## src/rtl/dnu_wr_ctrl_gen.sv

```systemverilog
// Write controller for the variable-node IB-map RAM update: ROM fetch, banked RAM writes, abort and completion.
// Optional completed-update counter enabled by defining DNU_WR_ITER_CNT_EN.
module dnu_wr_ctrl_gen #(
  parameter int LOAD_CYCLE = 64,
  parameter int BANK_NUM   = 2,
  parameter int FETCH_LAT  = 1,
  parameter int ITER_W     = 8,
  localparam int CW        = $clog2(LOAD_CYCLE)
) (
  input  logic                write_clk,
  input  logic                rstn,
  input  logic                iter_rqst,
  input  logic                iter_termination,
  input  logic [CW:0]         load_len,
  output logic                rom_port_fetch,
  output logic                ram_mux_en,
  output logic                ram_write_en,
  output logic [BANK_NUM-1:0] bank_we,
  output logic [CW-1:0]       wr_addr,
  output logic                iter_update,
  output logic                v3ib_rom_rst,
  output logic [1:0]          busy,
  output logic                iter_done,
  output logic                iter_aborted,
  output logic [2:0]          state,
  output logic [ITER_W-1:0]   iter_cnt
);

  localparam logic [2:0]    S_IDLE     = 3'b000;
  localparam logic [2:0]    S_FETCH    = 3'b001;
  localparam logic [2:0]    S_LOAD     = 3'b010;
  localparam logic [2:0]    S_FINISH   = 3'b100;
  localparam logic [3:0]    FETCH_LAST = 4'(FETCH_LAT - 1);
  localparam logic [3:0]    FETCH_ONE  = 4'd1;
  localparam logic [CW:0]   LEN_MAX    = (CW+1)'(LOAD_CYCLE);
  localparam logic [CW:0]   LEN_ONE    = (CW+1)'(1);
  localparam logic [CW-1:0] ADDR_ONE   = CW'(1);

  logic [2:0]    r_state;
  logic          r_rqst_q;
  logic [3:0]    r_fetch_cnt;
  logic [CW-1:0] r_wr_addr;
  logic [CW:0]   r_len;
  logic          r_done;
  logic          r_aborted;

  logic [2:0]    w_nxt_state;
  logic          w_start;
  logic          w_to_finish;
  logic          w_last_fetch;
  logic          w_last_write;
  logic [CW:0]   w_len_clamped;

  // A level already high when rqst_q clears (e.g. at reset release) still counts as an edge.
  assign w_start       = (r_state == S_IDLE) && iter_rqst && !r_rqst_q && !iter_termination;
  assign w_last_fetch  = (r_fetch_cnt == FETCH_LAST);
  assign w_last_write  = ({1'b0, r_wr_addr} == (r_len - LEN_ONE));
  assign w_len_clamped = ((load_len == '0) || (load_len > LEN_MAX)) ? LEN_MAX : load_len;

  always_comb begin
    w_nxt_state = r_state;
    w_to_finish = 1'b0;
    case (r_state)
      S_IDLE:   if (w_start) w_nxt_state = S_FETCH;
      S_FETCH: begin
        if (iter_termination)  w_to_finish = 1'b1;
        else if (w_last_fetch) w_nxt_state = S_LOAD;
      end
      S_LOAD:   if (iter_termination || w_last_write) w_to_finish = 1'b1;
      S_FINISH: if (!iter_rqst) w_nxt_state = S_IDLE;
      default:  w_nxt_state = S_IDLE;
    endcase
    if (w_to_finish) w_nxt_state = S_FINISH;
  end

  always_ff @(posedge write_clk or negedge rstn) begin
    if (!rstn) begin
      r_state     <= S_IDLE;
      r_rqst_q    <= 1'b0;
      r_fetch_cnt <= '0;
      r_wr_addr   <= '0;
      r_len       <= '0;
      r_done      <= 1'b0;
      r_aborted   <= 1'b0;
    end else begin
      r_state  <= w_nxt_state;
      r_rqst_q <= iter_rqst;
      r_done   <= w_to_finish;
      // Counters run only while staying in their own state, so every exit (incl. abort) clears them.
      r_fetch_cnt <= ((r_state == S_FETCH) && (w_nxt_state == S_FETCH)) ? r_fetch_cnt + FETCH_ONE : '0;
      r_wr_addr   <= ((r_state == S_LOAD) && (w_nxt_state == S_LOAD)) ? r_wr_addr + ADDR_ONE : '0;
      if (w_start) begin
        r_len     <= w_len_clamped;
        r_aborted <= 1'b0;
      end
      if (w_to_finish && iter_termination) r_aborted <= 1'b1;
    end
  end

`ifdef DNU_WR_ITER_CNT_EN
  localparam logic [ITER_W-1:0] CNT_ONE = ITER_W'(1);
  logic [ITER_W-1:0] r_iter_cnt;

  always_ff @(posedge write_clk or negedge rstn) begin
    if (!rstn) begin
      r_iter_cnt <= '0;
    end else if (w_to_finish && !iter_termination && (r_iter_cnt != '1)) begin
      r_iter_cnt <= r_iter_cnt + CNT_ONE;
    end
  end

  assign iter_cnt = r_iter_cnt;
`else
  assign iter_cnt = '0;
`endif

  assign rom_port_fetch = (r_state == S_FETCH) || (r_state == S_LOAD);
  assign iter_update    = rom_port_fetch;
  assign ram_write_en   = (r_state == S_LOAD);
  assign ram_mux_en     = ram_write_en || ((r_state == S_FETCH) && w_last_fetch);
  assign bank_we        = {BANK_NUM{ram_write_en}};
  assign wr_addr        = r_wr_addr;
  assign v3ib_rom_rst   = (r_state == S_IDLE);
  assign busy           = {(r_state == S_FINISH), rom_port_fetch};
  assign iter_done      = r_done;
  assign iter_aborted   = r_aborted;
  assign state          = r_state;

endmodule

```

## config.mk

```make
export PLATFORM = sky130hd
export DESIGN_NAME = dnu_wr_ctrl_gen
export DESIGN_NICKNAME = d
export VERILOG_FILES = /design/src/rtl/dnu_wr_ctrl_gen.sv
export SDC_FILE = /design/constraint.sdc
export NUM_CORES = 1
export LEC_CHECK = 0
export CORE_MARGIN = 1
export CORE_UTILIZATION = 40
export CTS_BUF_LIST = sky130_fd_sc_hd__clkbuf_2
export DETAILED_ROUTE_END_ITERATION = 16
export GPL_ROUTABILITY_DRIVEN = 0
export PLACE_DENSITY = 0.81
export SKIP_CTS_REPAIR_TIMING = 1
export SYNTH_ARGS = -nofsm -noshare
export SYNTH_HDL_FRONTEND = slang
export SYNTH_SLANG_ARGS = --single-unit
```

## constraint.sdc

```tcl
create_clock -name write_clk -period 3.2 [get_ports write_clk]
set_input_delay 0.48 -clock write_clk [delete_from_list [all_inputs] [get_ports write_clk]]
set_output_delay 0.48 -clock write_clk [all_outputs]
set_load 0.01 [all_outputs]
```

After elaboration in Yosys (flattened, before gate mapping):

Index checks and enable logic that the tools add are counted.

* memories kept: 0
* bits in read-only memories: 0
* bits in registers: 23
* bits in writable memories: 0
* bits in latches: 0
* bits of input ports: 11
* logic and storage cells: 48
* output and inout bits: 28

* shift-type cells: 0
* mux-type cells: 14
* bitwise gates (word level): 0
* reductions and logical operators: 17
* equality and inequality tests: 6
* div/mod/pow operators: 0
* magnitude comparators: 1
* $mul: 0
* add/subtract/negate cells: 3

Operators by type and width (number)
* $mux W3: 5
* $pmux W3 S4: 1
* $eq A6 B7 Y1: 1
* $gt A7 B7 Y1 const B: 1
* $logic_and A1 B1 Y1: 7
* $logic_not A7 Y1: 1
* $mux W7: 1
* $sub A7 B1 Y7 const B: 1
* $add A6 B1 Y6 const B: 1
* $eq A3 B1 Y1 const B: 2
* $eq A3 B2 Y1 const B: 2
* $mux W6: 1
* $add A4 B1 Y4 const B: 1
* $logic_not A4 Y1: 1
* $logic_or A1 B1 Y1: 4
* $mux W1: 4
* $mux W4: 1
* $eq A3 B3 Y1 const B: 1
* $logic_not A3 Y1: 1
* $logic_not A1 Y1: 2
* $pmux W1 S2: 1
* $reduce_bool A2 Y1: 1

Longest topological paths before layout:

Gate-level depths: netlist of the first run.

* depth after elaboration: 10
* depth in mapped cells: 7
* gate-level depth less buffers: 7

Worst setup path before layout of the first run:

Ideal clock, no wire load.

* path type: register to register
* from: register r_len[0]
* to: register r_wr_addr[1] (netlist: wr_addr[1])
* data arrival time: 1.772 ns
* slack: 1.289 ns
* required time: 3.060 ns
* clock period less this slack: 1.911 ns
* path buffers: 0
* library setup time: 0.140 ns
* stages on the path, launching flop included: 8
* cell sequence: dfrtp_1 > inv_1 > ha_1 > xnor2_1 > a2111oi_4 > nand3_2 > nor4_4 > nor3_1

* longest elaborated chain between the ends: 9

RTL lines
* from (decl): RTL line 43 `logic [CW:0] r_len;`
* from (signal assigned): RTL line 93 `r_len <= w_len_clamped;`
* $sub A7 B1 Y7: RTL line 57 `assign w_last_write = ({1'b0, r_wr_addr} == (r_len - LEN_ONE));`
* $eq A6 B7 Y1: RTL line 57
* $logic_or A1 B1 Y1: RTL line 69 `S_LOAD: if (iter_termination || w_last_write) w_to_finish = 1'b1;`
* $mux W1: RTL line 69
* $pmux W1 S2: RTL line 63 `case (r_state)`
* $mux W3: RTL line 73 `if (w_to_finish) w_nxt_state = S_FINISH;`
* $eq A3 B2 Y1: RTL line 91 `r_wr_addr <= ((r_state == S_LOAD) && (w_nxt_state == S_LOAD)) ? r_wr_addr + ADDR_ONE : '0;`
* $logic_and A1 B1 Y1: RTL line 91
* $mux W6: RTL line 91
* to (signal assigned): RTL line 91
* to (decl): RTL line 42 `logic [CW-1:0] r_wr_addr;`

Every way passes these cells.
A chain may end at the register's enable or synchronous reset.

Final worst setup path of the first run:

* from: register r_state[0] (netlist: state[0])
* to: output port ram_mux_en

* longest elaborated chain between the ends: 3
* elaborated cells on any way between the ends: 4
* classes of those cells: 2 x eq/ne; 2 x reduce/logical

RTL lines
* from (decl): RTL line 39 `logic [2:0] r_state;`
* from (signal assigned): RTL line 86 `r_state <= w_nxt_state;`
* $eq A3 B1 Y1: RTL line 120 `assign ram_mux_en = ram_write_en || ((r_state == S_FETCH) && w_last_fetch);`
* $logic_and A1 B1 Y1: RTL line 120
* $logic_or A1 B1 Y1 *: RTL line 120
* to (decl): RTL line 16 `output logic ram_mux_en,`

Mark *: on every way between the ends. The rest lies on a longest branch, timed or not.

==> impl_metrics.toml, run 1 <==
[outcome]
outcome = "completed"

[placed_design]
post_dp_cell_area_sq_um = 1600
dp.cells = 203
numPortBuffers = 30
dp_slack_ns = 0.957
dp_hpwl_microns = 2020

[synthesis]
async_flop_share_pct = 100
syn_area_sq_um = 1330
synthFlopType = "dfrtp_1"
seq_area_frac_synth_pct = 43.2
yosys_warnings = 0
synth.avg_cell_area_sq_um = 9.65
synth-seq-cells = 23
ys_types = 35
synth_edf_count = 0
syn_inst = 138

[timing]
tns_ns = 0
setup_ws_ns = 0.535
setup_viol = 0
slew_violations = 0
period_needed_ns = 2.66
fmax_mhz = 375
rsz0062_at_grt = "no"
post-route-period-util_pct = 83.3
skew_ns = 0.0117
max-slew-margin-rel_pct = 33.0
worst_slew_pin_slew_ns = 1.00
hold_viol_final = 0

[cts]
clk_pin_slew_ns = 0.20
htree_levels = 1
cts-root-buf = "clkbuf_2"
clock-sinks = 23
clkLatencyLatePin_ns = 0.32
cts_tree = "built"
clockBufferDepth = 2
cts_buffers = 3

[layout]
final_cell_mix = "30 x clkdlybuf4s50_1, 23 x dfrtp_1, 11 x nand2_1"
seq_area_sq_um = 576
fill_cells = 311
final_cells = 207
drive_gt1_share_pct = 5.52
syn2layout_area_growth_pct = 21.7
nets = 179
stdcell_area_sq_um = 1620
multiInputGateArea_sq_um = 643
layout_commonest_cell = "clkdlybuf4s50_1"
antennaDiodeCount = 0

[global_routing]
antenna_found_initial = 0
grt_overflow_total = 0
grt_max_degree = 24
first_global_vias = 1012
grt_pass1_wl_microns = 4420
grt_util_all_layers_pct = 16.8

[job]
cap_violations = 0

[setup_path]
critPathTopFamily = "buffers and inverters"
r2r_end = "wr_addr[5]"
r2r_cells = 7
endpoint_kind = "primary output"
r2r_start = "r_len[0]"
slowest_stage = "clkdlybuf4s50_1"
cp_data_arrival_time_ns = 2.18
start_kind = "flop"
cp_cell_sequence = "or3b_1, a21boi_0, clkdlybuf4s50_1"
critPathRequiredTime_ns = 2.72
crit_buf_inv = 1
r2r_slack_ns = 1.00
worstPathMaxFanout = 8
worstSetupPathType = "flop to primary output"
max_stage_delay_ns = 0.57

[floorplanning]
num_io_pins = 39
initial_core_util_pct = 42.9
die_h_microns = 59.7
die_area_sq_um = 3560
core_area_sq_um = 3100
die_w_microns = 59.7
row_count = 20

[worst_hold_path]
whs_path_depth = 1
worstHoldEndpoint = "r_fetch_cnt[0]"
worstHoldStart = "r_fetch_cnt[0]"
hold_class = "flop to flop"

[power_and_ir_drop]
power_w = 0.000689
p_leak_nw = 0.690
cellPowerDensity_nw_per_um2 = 425
peakVddDrop_mv = 0.247

[detailed_routing]
ant_nets = 0
wl_microns = 2570
num_vias = 1037
routed_via_density = 5.01
drc_errors = 0
drt_first_iter_violations = 17
wl_per_cell_microns = 12.4
firstDrtPassIters = 4
==> report_power, final <==
group | leakage [nW] | internal (W) | switching, W
Combinational | 0.364 | 0.000110 | 0.000117
Clock | 0.0164 | 0.0000283 | 0.0000811
Sequential | 0.309 | 0.000320 | 0.0000325
==> final cells by class <==
| type | count | area share (%) |
|---|---|---|
| inverters | 7 | 1.62 |
| multi-input cells | 99 | 39.7 |
| clock buffers | 3 | 0.927 |
| clock inverters | 1 | 0.309 |
| flip-flops and latches | 23 | 35.5 |
| well taps | 44 | 3.40 |
| repair buffers | 30 | 18.5 |
==> through the flow <==
stage | util (%) | hold slack [ns]
6_report | 52.2 | 0.510
3_5_place_dp | 51.6 | 0.483
2_1_floorplan | - | 0.184
3_3_place_gp | 51.6 | 0.466
4_1_cts | 52.2 | 0.518
5_1_grt | 52.2 | 0.524
==> sequential cells by signal, summed over array words and instances, names as in the netlist <==
signal	flops
r_len	7
iter_done	1
r_fetch_cnt	4
iter_aborted	1
r_rqst_q	1
wr_addr	6
state	3
==> synth_stat cells (2+ instances only) <==
cell type / number / share of area [%]
nor3_1: 5 / 1.9
o21ai_0: 8 / 3.0
buf_4: 12 / 6.8
ha_1: 4 / 3.8
inv_1: 7 / 2.0
clkbuf_1: 3 / 0.85
o31ai_1: 2 / 1.1
nand2_1: 11 / 3.1
nand2b_1: 8 / 3.8
xnor2_1: 6 / 3.9
dfrtp_1: 23 / 43
a21boi_0: 2 / 1.1
nor2_1: 10 / 2.8
xor2_1: 6 / 3.9
nor3b_1: 2 / 1.1
nor4_1: 6 / 2.8
nand3_1: 5 / 1.9
==> worst max-delay path by stage <==
stage                             to  depth (start not counted)      from  slack [ns]
after floorplan           wr_addr[1]                          7  r_len[0]        1.29
after global placement    ram_mux_en                          3  state[0]        0.95
after detailed placement  ram_mux_en                          3  state[0]        0.96
after CTS                 ram_mux_en                          3  state[0]        0.52
after global routing      ram_mux_en                          3  state[0]        0.42
final                     ram_mux_en                          3  state[0]        0.54
==> kinds of logic (layout without fill, tap and decap cells) <==
logic type	after synthesis	in the layout	synth area share (%)
adder cells (fa/ha/maj)	4	4	3.76
buffers and inverters	23	41	10.4
AND/OR/NAND/NOR	56	56	23.6
other	1	8	0.282
XOR/XNOR	12	12	7.89
AO/OA/AOI/OAI	19	19	10.8
flip-flops	23	23	43.2
==> metal layers <==
layer,vias to the layer above,share of wire (%),wire length (microns),global-route usage [%]
met3,7,4.9,126,3.46
li1,502,-,-,-
met2,32,49,1260,28.4
met1,496,44,1130,20.7
met5,-,0,0,0
met4,0,1.9,48,6.98
No activity file was read; power rests on OpenSTA's default activity.
==> run 2: changes to the inputs <==
PLACE_DENSITY = 0.84   (was 0.81)
clock period = 2.4 ns   (was 3.2 ns; I/O delays follow)
==> impl_metrics.toml, run 2 (synthesized netlist as in run 1, its figures left out) <==
[outcome]
outcome = "completed"

[cts]
cts_tree = "built"
clockBufferDepth = 2
clkLatencyLatePin_ns = 0.31
cts-root-buf = "clkbuf_2"
htree_levels = 1
clk_pin_slew_ns = 0.20
cts_buffers = 3
clock-sinks = 23

[global_routing]
first_global_vias = 1016
grt_overflow_total = 0
grt_util_all_layers_pct = 16.5
antenna_found_initial = 0
grt_max_degree = 24
grt_pass1_wl_microns = 4430

[layout]
syn2layout_area_growth_pct = 24.6
final_cell_mix = "27 x clkdlybuf4s50_1, 20 x dfrtp_1, 11 x nand2_1"
drive_gt1_share_pct = 10.2
largest_register_ff_count = 7
antennaDiodeCount = 0
top_register = "r_len"
layout_commonest_cell = "clkdlybuf4s50_1"
final_core_util_pct = 53.5
fill_cells = 288
nets = 182

[detailed_routing]
drc_errors = 0
wl_per_cell_microns = 12.6
firstDrtPassIters = 4
num_vias = 1011
ant_nets = 0
drt_first_iter_violations = 27
routed_via_density = 4.81
wl_microns = 2640

[timing]
period_needed_ns = 2.29
setup_viol = 0
max-slew-margin-rel_pct = 66.5
rsz0062_at_grt = "no"
hold_viol_final = 0
setup_ws_ns = 0.113
post-route-period-util_pct = 95.3
fmax_mhz = 437
skew_ns = 0.00458
slew_violations = 0
worst_slew_pin_slew_ns = 0.498

[setup_path]
endpoint_kind = "primary output"
start_kind = "flop"
critPathRequiredTime_ns = 2.04
cp_cell_sequence = "or3b_4, inv_1, clkdlybuf4s50_1"
slowest_stage = "clkdlybuf4s50_1"
max_stage_delay_ns = 0.54
crit_buf_inv = 2
critPathTopFamily = "buffers and inverters"
worstPathMaxFanout = 8
worstSetupPathType = "flop to primary output"
cp_data_arrival_time_ns = 1.93

[placed_design]
dp_hpwl_microns = 2080
dp_slack_ns = 0.273
numPortBuffers = 30

[floorplanning]
die_h_microns = 59.7
core_area_sq_um = 3100
initial_core_util_pct = 42.9
num_io_pins = 39
die_w_microns = 59.7
row_count = 20
die_area_sq_um = 3560

[power_and_ir_drop]
p_leak_nw = 0.756
cellPowerDensity_nw_per_um2 = 561
peakVddDrop_mv = 0.418

[worst_hold_path]
hold_class = "input pin to asynchronous set/reset pin"

[job]
cap_violations = 0
## run 2: changes by cell type in the layout (fill, tap and decap cells not counted), sizes merged
cell / before / now
clkinv: 1 / 0
clkdlybuf4s50: 30 / 27
buf: 0 / 3
dlymetal6s2s: 0 / 3
clkbuf: 3 / 4
## run 2: area by class of cell
class / count / area [sq um] / share of cell area (%)
Clock buffer: 4 / 20.0 / 1.21
Inverter: 7 / 26.3 / 1.58
Multi-Input combinational cell: 99 / 648 / 39.1
Sequential cell: 23 / 579 / 34.9
Tap cell: 44 / 55.1 / 3.32
Timing Repair Buffer: 33 / 330 / 19.9
## run 2: routing by layer
layer	vias up	part of all wire [%]	wire (microns)	track usage [%]
met3	2	3.8	100	3.03
li1	506	-	-	-
met1	487	44	1170	20.6
met2	16	51	1360	28.7
met5	-	0	0	0
met4	0	0.46	12	4.98
## run 2: stage by stage
stage	total power [W]	TNS, ns	std cells	area, sq um	hold slack (ns)
global placement	0.000769	0	205	1620	0.467
floorplan	0.000675	0	145	1360	0.0644
finish	0.000930	0	210	1660	0.352
global route	0.000993	0	210	1660	0.339
detailed placement	0.000784	0	205	1620	0.481
CTS	0.000937	-0.193	209	1640	0.347
## run 2: final timing paths
path / from / endpoint / slack (ns) / cells past startpoint
max: state[2] / ram_write_en / 0.11 / 3
min reg2reg: r_fetch_cnt[0] / r_fetch_cnt[0] / 0.50 / 1
min in group write_clk: r_fetch_cnt[0] / r_fetch_cnt[0] / 0.50 / 1
min: rstn / iter_done / 0.35 / 2
max reg2reg: r_len[0] / state[2] / 0.26 / 7
max in group asynchronous: rstn / state[0] / 1.82 / 2
## run 2: report_power, final
group | switching, W | internal (W)
combinational | 0.000158 | 0.000151
clock | 0.000107 | 0.0000441
sequential | 0.0000434 | 0.000427
total | 0.000308 | 0.000623
==> run 3: changes to the inputs <==
CORE_ASPECT_RATIO = 2   (was default)
==> impl_metrics.toml, run 3 (synthesized netlist as in run 1, its figures left out) <==
[global_routing]
grt_overflow_total = 0
grt_util_all_layers_pct = 17.3
grt_max_degree = 24
first_global_vias = 1129
grt_pass1_wl_microns = 4730
antenna_found_initial = 0

[cts]
cts_tree = "built"
cts-root-buf = "clkbuf_2"
clock-sinks = 23
clkLatencyLatePin_ns = 0.34
clockBufferDepth = 2
cts_buffers = 3
clk_pin_slew_ns = 0.22
htree_levels = 1

[outcome]
outcome = "completed"

[timing]
setup_ws_ns = 0.0773
rsz0062_at_grt = "no"
setup_viol = 0
max-slew-margin-rel_pct = 66.7
hold_viol_final = 0
slew_violations = 0
fmax_mhz = 431
period_needed_ns = 2.32
post-route-period-util_pct = 96.8
skew_ns = 0.0170
worst_slew_pin_slew_ns = 0.496

[layout]
layout_commonest_cell = "clkdlybuf4s50_1"
top_register = "r_len"
drive_gt1_share_pct = 10.2
antennaDiodeCount = 0
final_cell_mix = "29 x clkdlybuf4s50_1, 21 x dfrtp_1, 11 x nand2_1"
largest_register_ff_count = 7
syn2layout_area_growth_pct = 23.5
fill_cells = 298
final_core_util_pct = 52.1
stdcell_area_sq_um = 1640
nets = 183

[power_and_ir_drop]
power_frac_seq_pct = 49.8
switching_share_pct = 34.0
p_leak_nw = 0.727
p_comb_share_pct = 33.4
switchingPower_w = 0.000323
peakVddDrop_mv = 0.404
cellPowerDensity_nw_per_um2 = 577
p_clk_share_pct = 16.8
power_w = 0.000948
p_int_w = 0.000626

[setup_path]
critPathTopFamily = "buffers and inverters"
cp_cell_sequence = "or3b_4, inv_1, clkdlybuf4s50_1"
start_kind = "flop"
slowest_stage = "clkdlybuf4s50_1"
worstSetupPathType = "flop to primary output"
cp_data_arrival_time_ns = 1.96
r2r_start = "r_len[0]"
max_stage_delay_ns = 0.56
critPathRequiredTime_ns = 2.04
worstPathMaxFanout = 8
crit_buf_inv = 2
endpoint_kind = "primary output"
startpoint = "state[0]"

[placed_design]
dp_hpwl_microns = 2330
post_dp_cell_area_sq_um = 1600
numPortBuffers = 30
dp_slack_ns = 0.250

[detailed_routing]
drt_first_iter_violations = 27
ant_nets = 0
num_vias = 1070
wl_per_cell_microns = 14.8
wl_microns = 2930
firstDrtPassIters = 4
routed_via_density = 5.40
drc_errors = 0

[floorplanning]
row_count = 29
core_area_sq_um = 3160
die_area_sq_um = 3580
die_w_microns = 42.8
num_io_pins = 39
die_h_microns = 83.6
initial_core_util_pct = 42.2

[job]
cap_violations = 0

[worst_hold_path]
hold_class = "input pin to asynchronous set/reset pin"
## run 3: cell types whose count changed in the layout (fill, tap and decap cells not counted)
cell	change
dlymetal6s2s_1	-2
buf_4	+1
clkdlybuf4s50_1	+2
dfrtp_1	+1
dfrtp_2	-1
## run 3: area by class of cell
class / instances / area [sq um] / share of cell area, %
Timing Repair Buffer: 34 / 333 / 20.2
Tap cell: 31 / 38.8 / 2.36
Multi-Input combinational cell: 99 / 648 / 39.4
Clock buffer: 4 / 20.0 / 1.22
Sequential cell: 23 / 578 / 35.2
Inverter: 7 / 26.3 / 1.60
## run 3: through the flow
step	instances	TNS (ns)	hold slack, ns
after floorplan	145	0	0.0644
after global placement	192	0	0.467
after detailed placement	192	0	0.483
after CTS	196	-0.273	0.350
after global routing	198	0	0.377
final	198	0	0.334
## run 3: layer usage
metal	global-route usage [%]	up-vias	share of wire [%]
met1	14.1	524	32
met3	1.08	11	2.8
met2	35.3	29	61
met5	0	-	0
met4	10.8	0	3.4
li1	-	506	-
## run 3: worst paths after layout
| check | end | depth (start not counted) | slack, ns |
|---|---|---|---|
| worst max-delay path | bank_we[1] | 3 | 0.08 |
| worst min-delay path | wr_addr[2] | 2 | 0.33 |
| worst max register to register | wr_addr[3] | 7 | 0.29 |
| worst min register to register | iter_aborted | 1 | 0.52 |
| max in group asynchronous | r_fetch_cnt[1] | 2 | 1.82 |
| min in group write_clk | r_rqst_q | 1 | 0.48 |
## run 3: power groups by stage
| stage | Sequential [W] | Clock, W | Combinational, W |
|---|---|---|---|
| 3_5_place_dp | 0.000479 | 0 | 0.000308 |
| 2_1_floorplan | 0.000473 | 0 | 0.000202 |
| 4_1_cts | 0.000472 | 0.000162 | 0.000310 |
| 5_1_grt | 0.000478 | 0.000172 | 0.000345 |
| 6_report | 0.000472 | 0.000159 | 0.000317 |
| 3_3_place_gp | 0.000475 | 0 | 0.000296 |
## run 3: worst reg2reg max path: cells and delay by family, from the launching register on
family / cells / cell delay [ns]
xor gates and xnor gates: 1 / 0.17
buffers and inverters: 1 / 0.07
and+or+nand+nor: 3 / 0.70
DFF: 1 / 0.45
AOI/OAI and AO/OA: 1 / 0.34
adders and majority gates: 1 / 0.31
